`config.mk`:
```
export PLATFORM = sky130hd
export DESIGN_NAME = fast_command_decoder
export DESIGN_NICKNAME = d
export VERILOG_FILES = /design/src/rtl/fast_command_decoder.sv
export SDC_FILE = /design/constraint.sdc
export NUM_CORES = 1
export LEC_CHECK = 0
export ABC_AREA = 1
export ABC_CLOCK_PERIOD_IN_PS = 4400
export CORE_ASPECT_RATIO = 0.7
export CORE_MARGIN = 2
export CORE_UTILIZATION = 60
export DETAILED_ROUTE_END_ITERATION = 8
export GPL_TIMING_DRIVEN = 0
export PLACE_DENSITY_LB_ADDON = 0.25
export SYNTH_ARGS = -nofsm -noshare
export SYNTH_HDL_FRONTEND = slang
export SYNTH_SLANG_ARGS = --single-unit
```
`constraint.sdc`:
```
create_clock -name sel_fast_clock -period 4.4 [get_ports sel_fast_clock]
set_input_delay 0.66 -clock sel_fast_clock [delete_from_list [all_inputs] [get_ports sel_fast_clock]]
set_output_delay 0.66 -clock sel_fast_clock [all_outputs]
set_load 0.01 [all_outputs]
```
`src/rtl/fast_command_decoder.sv`:
```
// Fast-command stream decoder: finds 8-bit frame alignment on the cleaned
// serial fast-command stream, locks after a run of good frames, decodes the
// command field into single-cycle strobes and keeps error/command counters.
module fast_command_decoder #(
  parameter int unsigned LOCK_THRESH   = 4,
  parameter int unsigned UNLOCK_THRESH = 3,
  parameter logic [3:0]  IDLE_CODE     = 4'h0,
  parameter bit          INVERT_IN     = 1'b0
) (
  input  logic        sel_fast_clock,
  input  logic        arstn,
  input  logic        fc_in,
  input  logic        clear_counts,
  output logic        locked,
  output logic        cmd_valid,
  output logic [3:0]  cmd_code,
  output logic        frame_err,
  output logic [2:0]  phase,
  output logic [15:0] err_count,
  output logic [15:0] cmd_count
);

  localparam logic [3:0] LOCK_T   = 4'(LOCK_THRESH);
  localparam logic [3:0] UNLOCK_T = 4'(UNLOCK_THRESH);

  typedef enum logic [1:0] {
    HUNT   = 2'd0,
    VERIFY = 2'd1,
    LOCKED = 2'd2
  } state_t;

  state_t      state, state_next;
  logic [7:0]  sr;
  logic [2:0]  bit_ctr;
  logic [2:0]  last_ctr;
  logic [3:0]  good, good_next;
  logic [3:0]  bad, bad_next;
  logic [2:0]  phase_next;
  logic        match;
  logic        slot;
  logic        cmd_hit;
  logic        err_hit;
  logic        code_load;

  // The FSM looks at sr one cycle after the frame's last bit arrived, so
  // last_ctr is the counter value that was current when that bit was
  // sampled; phase records alignment in those terms.
  assign match    = (sr[7:5] == 3'b110) && sr[0];
  assign last_ctr = bit_ctr - 3'd1;
  assign slot     = (last_ctr == phase);

  // Input shift register and free-running bit counter.
  always_ff @(posedge sel_fast_clock or negedge arstn) begin
    if (!arstn) begin
      sr      <= 8'h00;
      bit_ctr <= 3'd0;
    end else begin
      sr      <= {sr[6:0], fc_in ^ INVERT_IN};
      bit_ctr <= bit_ctr + 3'd1;
    end
  end

  // State register together with the alignment bookkeeping it owns.
  always_ff @(posedge sel_fast_clock or negedge arstn) begin
    if (!arstn) begin
      state <= HUNT;
      good  <= 4'd0;
      bad   <= 4'd0;
      phase <= 3'd0;
    end else begin
      state <= state_next;
      good  <= good_next;
      bad   <= bad_next;
      phase <= phase_next;
    end
  end

  // Next-state logic: hunt every cycle, verify and track only on the slot.
  always_comb begin
    state_next = state;
    good_next  = good;
    bad_next   = bad;
    phase_next = phase;
    cmd_hit    = 1'b0;
    err_hit    = 1'b0;
    code_load  = 1'b0;
    case (state)
      HUNT: begin
        if (match) begin
          phase_next = last_ctr;
          good_next  = 4'd1;
          state_next = VERIFY;
        end
      end
      VERIFY: begin
        if (slot) begin
          if (match) begin
            good_next = good + 4'd1;
            if (good + 4'd1 == LOCK_T) begin
              state_next = LOCKED;
              bad_next   = 4'd0;
            end
          end else begin
            state_next = HUNT;
            good_next  = 4'd0;
          end
        end
      end
      LOCKED: begin
        if (slot) begin
          if (match) begin
            bad_next  = 4'd0;
            code_load = 1'b1;
            cmd_hit   = (sr[4:1] != IDLE_CODE);
          end else begin
            err_hit  = 1'b1;
            bad_next = bad + 4'd1;
            if (bad + 4'd1 == UNLOCK_T) begin
              state_next = HUNT;
              good_next  = 4'd0;
            end
          end
        end
      end
      default: begin
        state_next = HUNT;
        good_next  = 4'd0;
        bad_next   = 4'd0;
      end
    endcase
  end

  // Output decode from the current state.
  always_comb begin
    locked = (state == LOCKED);
  end

  // Registered strobes, command field and counters; clear beats increment.
  always_ff @(posedge sel_fast_clock or negedge arstn) begin
    if (!arstn) begin
      cmd_valid <= 1'b0;
      frame_err <= 1'b0;
      cmd_code  <= 4'h0;
      err_count <= 16'h0000;
      cmd_count <= 16'h0000;
    end else begin
      cmd_valid <= cmd_hit;
      frame_err <= err_hit;
      if (code_load) begin
        cmd_code <= sr[4:1];
      end
      if (clear_counts) begin
        err_count <= 16'h0000;
      end else if (err_hit && (err_count != 16'hFFFF)) begin
        err_count <= err_count + 16'd1;
      end
      if (clear_counts) begin
        cmd_count <= 16'h0000;
      end else if (cmd_hit) begin
        cmd_count <= cmd_count + 16'd1;
      end
    end
  end

endmodule

```
# [Yosys cells after proc, flatten, opt, wreduce, memory -nomap -nowiden]
# Index checks and enable logic that the tools add are counted.
[op_classes] n_bitwise=1 reduce_logical=10 eq_ne=15 mux=34 addsub=6
[op_table] op="16-bit two-way mux" count=4
[op_table] op="4-bit two-way mux" count=11
[op_table] op="16-bit by 1-bit adder with 16-bit output (second input constant)" count=2
[op_table] op="4-bit one-hot mux with 3 select lines" count=2
[op_table] op="16-bit != test (second input constant)" count=1
[op_table] op="2-bit two-way mux" count=7
[op_table] op="2-bit != test (second input constant)" count=5
[op_table] op="5-bit AND reduction" count=2
[op_table] op="1-bit two-way mux" count=9
[op_table] op="4-bit by 1-bit adder with 4-bit output (second input constant)" count=2
[op_table] op="2-bit one-hot mux with 3 select lines" count=1
[op_table] op="6-bit AND reduction" count=1
[op_table] op="4-bit by 2-bit equality test with 1-bit output (second input constant)" count=1
[op_table] op="4-bit by 3-bit equality test with 1-bit output (second input constant)" count=1
[op_table] op="2-bit by 1-bit != test with 1-bit output (second input constant)" count=2
[op_table] op="2-bit nonzero test" count=2
[op_table] op="4-bit nonzero test" count=1
[op_table] op="3-bit by 1-bit adder with 3-bit output (second input constant)" count=1
[op_table] op="3-bit equality test" count=1
[op_table] op="3-bit equality test (second input constant)" count=1
[op_table] op="3-bit != test (second input constant)" count=1
[op_table] op="3-bit by 1-bit subtractor with 3-bit output (second input constant)" count=1
[op_table] op="2-bit by 1-bit equality test with 1-bit output (second input constant)" count=1
[op_table] op="2-bit equality test (second input constant)" count=1
[op_table] op="other kinds (4)" count=5
[word_totals] input_bits=4 reg_bits=62

# [Depth between registers and ports, before layout]
[depth] depth_word=8 mapped_depth=13 mapped_depth_nobuf=12

# [Worst setup path after synthesis]
# Ideal clock, no wire load.
[synth_timing] kind="flip-flop to flip-flop" from="register bit_ctr[0]" to="register err_count[12]" setup_slack_ns=2.651 n_path_buf=1 t_arrival_ns=1.631 setup_time_ns=0.118 required_ns=4.282 period_less_slack_ns=1.749 stages_incl_launch_ff=13 path_cell_list="dfrtp_1 > inv_2 > ha_1 > inv_1 > nand2_1 > nand2_1 > nor2_2 > nand3_2 > nor2_4 > nor2_4 > buf_6 > nand2_1 > nand2_1"
[synth_via] elab_chain_cells=6
[synth_rtl] item="from (decl)" line_no="34" source="logic [2:0] bit_ctr;"
[synth_rtl] item="from (signal assigned)" line_no="59" source="bit_ctr <= bit_ctr + 3'd1;"
[synth_rtl] item="3-bit by 1-bit subtractor with 3-bit output" line_no="49" source="assign last_ctr = bit_ctr - 3'd1;"
[synth_rtl] item="named net last_ctr[0]" line_no="35" source="logic [2:0] last_ctr;"
[synth_rtl] item="3-bit equality test" line_no="50" source="assign slot = (last_ctr == phase);"
[synth_rtl] item="1-bit two-way mux" line_no="110" source="if (slot) begin"
[synth_rtl] item="1-bit two-way mux" line_no="87" source="case (state)"
[synth_rtl] item="1-bit logical AND" line_no="154" source="end else if (err_hit && (err_count != 16'hFFFF)) begin"
[synth_rtl] item="2-bit nonzero test (no line)"
[synth_rtl] item="to (signal assigned)" line_no="155" source="err_count <= err_count + 16'd1;"
[synth_rtl] item="to (decl)" line_no="19" source="output logic [15:0] err_count,"
# The timed path passes the listed nets, and every way through them passes these cells.
# A chain may end at the register's enable or synchronous reset.

# [Final worst setup path]
[layout_timing] from="register state[0]" to="output locked"
[layout_via] elab_chain_cells=1
[layout_rtl] item="from (decl)" line_no="32" source="state_t state, state_next;"
[layout_rtl] item="from (signal assigned)" line_no="71" source="state <= state_next;"
[layout_rtl] item="2-bit equality test" line_no="135" source="locked = (state == LOCKED);"
[layout_rtl] item="to (decl)" line_no="14" source="output logic locked,"
# Every way passes these cells.

==> results_tabular.tex <==
\begin{tabular}{lr}
\hline
Metric & Value \\
\hline
\multicolumn{2}{l}{\textbf{Yosys}} \\
\quad Netlist cell types & 29 \\
\quad Average footprint of a synthesized cell & 7.63 µm² \\
\quad Synth Instances & 455 \\
\quad Post-Synthesis Net Count & 467 \\
\quad Commonest register cell after synthesis & sky130\_fd\_sc\_hd\_\_dfrtp\_1 \\
\quad Sequential cell area fraction in the yosys report & 44.7\% \\
\quad Proportion of register bits with asynchronous set or reset after synthesis & 100\% \\
\quad Number of warnings reported in the yosys synthesis log & 0 \\
\quad Synthesized area & 3470 µm² \\
\quad Post-synthesis sequential element count & 62 \\
\quad EDFF count, synth & 0 \\
\multicolumn{2}{l}{\textbf{STA}} \\
\quad Fin Clk Skew & 0.00956 ns \\
\quad Max Clock Freq & 454 MHz \\
\quad Smallest hold slack & 0.378 ns \\
\quad Rel. slew slack & 48.7\% \\
\quad Max Slew Vio Count & 0 \\
\quad Setup TNS after final layout & 0 ns \\
\quad Period Utilization, post-route & 50.1\% \\
\quad Number of hold violations in the final report & 0 \\
\quad Shortest period the worst path allows & 2.20 ns \\
\quad Total of endpoints with negative setup slack in the final report & 0 \\
\quad Worst-margin pin slew & 0.770 ns \\
\quad RSZ-0062 raised after global routing & no \\
\multicolumn{2}{l}{\textbf{Setup path}} \\
\quad Crit path capture type & output pin \\
\quad Worst Reg-to-Reg Cells & 12 \\
\quad First element of the critical path & state[0]\$\_DFFE\_PN0P\_ \\
\quad Critical-path cell with the highest stage delay & sky130\_fd\_sc\_hd\_\_clkdlybuf4s50\_1 \\
\quad Peak fanout along the critical path & 5 \\
\quad Reg-to-Reg Start & bit\_ctr[0]\$\_DFF\_PN0\_ \\
\quad Reg2Reg Setup Slack & 2.27 ns \\
\quad Worst endpoint required time & 3.74 ns \\
\quad Critical Path Start Type & register \\
\quad CP Capture Point & locked \\
\quad Maximum single-stage delay on the critical path & 0.56 ns \\
\quad Chain of cells forming the critical path & nor2\_4 -> clkdlybuf4s50\_1 \\
\quad Reg2reg end & err\_count[5]\$\_DFFE\_PN0P\_ \\
\quad CP Class & register to output pin \\
\quad Data arrival, critical path & 1.54 ns \\
\multicolumn{2}{l}{\textbf{Final layout}} \\
\quad Layout overhead on the synthesized area & 21.8\% \\
\quad Antenna diode count & 0 \\
\quad Filler instances & 444 \\
\quad Final net count & 524 \\
\quad Fraction of layout cells with a size suffix above 1 & 8.32\% \\
\multicolumn{2}{l}{\textbf{Routing}} \\
\quad Length of the first detailed-routing pass in iterations & 7 \\
\quad Drc violations & 0 \\
\quad Final routed wire length divided by cell count & 13.7 µm \\
\quad Count of routing violations after the opening detailed-route iteration & 242 \\
\quad Wire length after detailed routing & 8080 µm \\
\quad Final antenna-violating net count & 0 \\
\quad Vias per Instance & 5.51 \\
\quad Via total after detailed routing & 3,263 \\
\multicolumn{2}{l}{\textbf{Worst hold path}} \\
\quad Min-delay worst type & primary input to async pin \\
\multicolumn{2}{l}{\textbf{Pwr}} \\
\quad Worst vdd rail ir drop & 0.000399 V \\
\quad Total power divided by cell area & 314 nW/µm² \\
\quad Reported leakage power & 0.00194 µW \\
\multicolumn{2}{l}{\textbf{Clock tree}} \\
\quad Number of clock sinks & 62 \\
\quad Number of buffers added by the clock tree synthesis step & 9 \\
\quad Source-to-sink clock delay at the later pin of the worst-skew pair & 0.35 ns \\
\quad Total of cells resized after clock tree synthesis & 0 \\
\quad Number of buffers added for setup after CTS & 0 \\
\quad CTS Root Buffer Type & sky130\_fd\_sc\_hd\_\_clkbuf\_8 \\
\quad CTS tree & done \\
\quad Maximum level of the CTS H-tree & 3 \\
\quad Maximum number of buffers from clock root to sink & 2 \\
\quad Hold-fix buffers, CTS & 0 \\
\quad Register clock-pin slew on the reported worst setup and hold paths & 0.08 ns \\
\multicolumn{2}{l}{\textbf{Floorplan}} \\
\quad IO Pins & 46 \\
\quad Standard cell core area & 5670 µm² \\
\quad Die Area & 6420 µm² \\
\quad Row cnt & 23 \\
\quad Initial Util & 61.3\% \\
\quad Horiz. Die Dim & 94.9 µm \\
\quad Chip height & 67.7 µm \\
\multicolumn{2}{l}{\textbf{Global route}} \\
\quad Total Routing Usage GR & 27.2\% \\
\quad First-pass GRT wire length & 13,300 µm \\
\quad Gr ovfl total & 0 \\
\quad Maximum number of pins on one net before global-route repair & 34 \\
\quad Antenna violations before repair & 0 \\
\quad Via count of the first global-routing pass & 3,030 \\
\multicolumn{2}{l}{\textbf{Placed design}} \\
\quad DP Wirelength & 5760 µm \\
\quad Input/output buffers & 45 \\
\quad Final Wtd Congestion & 0.954 \\
\multicolumn{2}{l}{\textbf{Status}} \\
\quad Result of the run & complete, no violations \\
\multicolumn{2}{l}{\textbf{Flow run}} \\
\quad MaxCap Viol Count & 0 \\
\hline
\end{tabular}
## per-stage QoR
stage | total power (µW) | setup WS, ns | instance area, µm² | std cells | utilization [%]
2_1_floorplan | 753 | 2.65 | 3470 | 455 | -
3_3_place_gp | 818 | 0.660 | 4020 | 575 | 70.9
3_5_place_dp | 828 | 2.08 | 4030 | 576 | 71.1
4_1_cts | 1340 | 2.19 | 4230 | 592 | 74.6
5_1_grt | 1390 | 2.06 | 4230 | 592 | 74.6
6_report | 1330 | 2.20 | 4230 | 592 | 74.6
## worst max-delay path, delay by kind of cell (launching register included)
| kind | cells | cell delay [ns] |
|---|---|---|
| flip-flops | 1 | 0.45 |
| AND/OR/NAND/NOR | 1 | 0.19 |
| buffers and inverters | 1 | 0.56 |
## synth_stat cells, drive strengths merged, types with 2 or more instances
| cell | number | area [µm²] |
|---|---|---|
| nand4 | 18 | 113 |
| nand3 | 47 | 253 |
| nor3 | 10 | 60.1 |
| o21ai | 27 | 154 |
| dfrtp | 62 | 1550 |
| nand2 | 154 | 578 |
| o21bai | 2 | 15.0 |
| clkbuf | 3 | 11.3 |
| inv | 51 | 191 |
| ha | 8 | 100 |
| nor2 | 48 | 239 |
| buf | 3 | 27.5 |
| xor2 | 16 | 140 |
## state kept, by name, summed over array words and instances (netlist names), 2 cells and up
name,flops
bad,4
phase,3
cmd_count,16
cmd_code,4
sr,8
err_count,16
good,4
bit_ctr,3
state,2
## cells by family after synthesis
group | share of synthesized area, %
compound gates | 5.26
xor+xnor | 4.29
fa+ha+maj | 2.88
buf+inv | 6.74
flops | 44.7
simple gates | 36.2
## final cells by class
class	count	area, µm²	area share (%)
flip-flops and latches	62	1550	36.7
clock buffers	9	124	2.93
well taps	75	93.8	2.22
repair buffers	46	465	11.0
inverters	52	195	4.61
plain buffers	6	38.8	0.917
multi-input cells	335	1690	39.9
clock inverters	7	75.1	1.77
## report_power, final
| group | internal (µW) | switching [µW] |
|---|---|---|
| logic | 68.3 | 129 |
| clock network | 263 | 243 |
| registers | 596 | 28.9 |
## metal layers
metal	up-vias	track usage, %	wire (µm)
met2	134	45.8	3850
li1	1570	-	-
met4	0	11.4	125
met1	1546	34.5	3460
met3	13	5.92	645
met5	-	0	0
## worst min path at each step
| stage | from | to | slack [ns] | cells after the start |
|---|---|---|---|---|
| after floorplan | sr[0]$_DFF_PN0_ | sr[1]$_DFF_PN0_ | 0.35 | 0 |
| after global placement | sr[6]$_DFF_PN0_ | sr[7]$_DFF_PN0_ | 0.36 | 0 |
| after detailed placement | sr[6]$_DFF_PN0_ | sr[7]$_DFF_PN0_ | 0.36 | 0 |
| after CTS | sr[6]$_DFF_PN0_ | sr[7]$_DFF_PN0_ | 0.38 | 0 |
| after global routing | sr[6]$_DFF_PN0_ | sr[7]$_DFF_PN0_ | 0.40 | 0 |
| final | arstn | cmd_count[4]$_DFFE_PN0P_ | 0.38 | 1 |
## placed cells by master (no fill, tap or decap)
master and instances:
sky130_fd_sc_hd__inv_2 4, sky130_fd_sc_hd__nor2_2 2, sky130_fd_sc_hd__buf_6 2, sky130_fd_sc_hd__ha_1 8
sky130_fd_sc_hd__buf_2 2, sky130_fd_sc_hd__buf_12 1, sky130_fd_sc_hd__o221ai_1 1, sky130_fd_sc_hd__a21oi_1 1
sky130_fd_sc_hd__o21ai_0 17, sky130_fd_sc_hd__bufinv_16 1, sky130_fd_sc_hd__o21ai_1 5, sky130_fd_sc_hd__clkinv_1 1
sky130_fd_sc_hd__nand3_1 45, sky130_fd_sc_hd__nand3b_1 1, sky130_fd_sc_hd__inv_1 47, sky130_fd_sc_hd__o21ai_2 5
sky130_fd_sc_hd__clkbuf_1 3, sky130_fd_sc_hd__xnor2_1 1, sky130_fd_sc_hd__nand2_1 154, sky130_fd_sc_hd__clkdlybuf4s50_1 44
sky130_fd_sc_hd__clkinv_2 2, sky130_fd_sc_hd__nor2_1 40, sky130_fd_sc_hd__dfrtp_1 62, sky130_fd_sc_hd__clkbuf_8 9
sky130_fd_sc_hd__o21bai_1 2, sky130_fd_sc_hd__nor2_4 5, sky130_fd_sc_hd__clkinv_4 4, sky130_fd_sc_hd__nor3_2 2
sky130_fd_sc_hd__nand4_1 18, sky130_fd_sc_hd__nand3_2 1, sky130_fd_sc_hd__nor2_8 1, sky130_fd_sc_hd__xor2_1 16
sky130_fd_sc_hd__nand3_4 1, sky130_fd_sc_hd__nor3_1 8, sky130_fd_sc_hd__or2_2 1
Note: power is estimated with default switching activity, not from simulation.
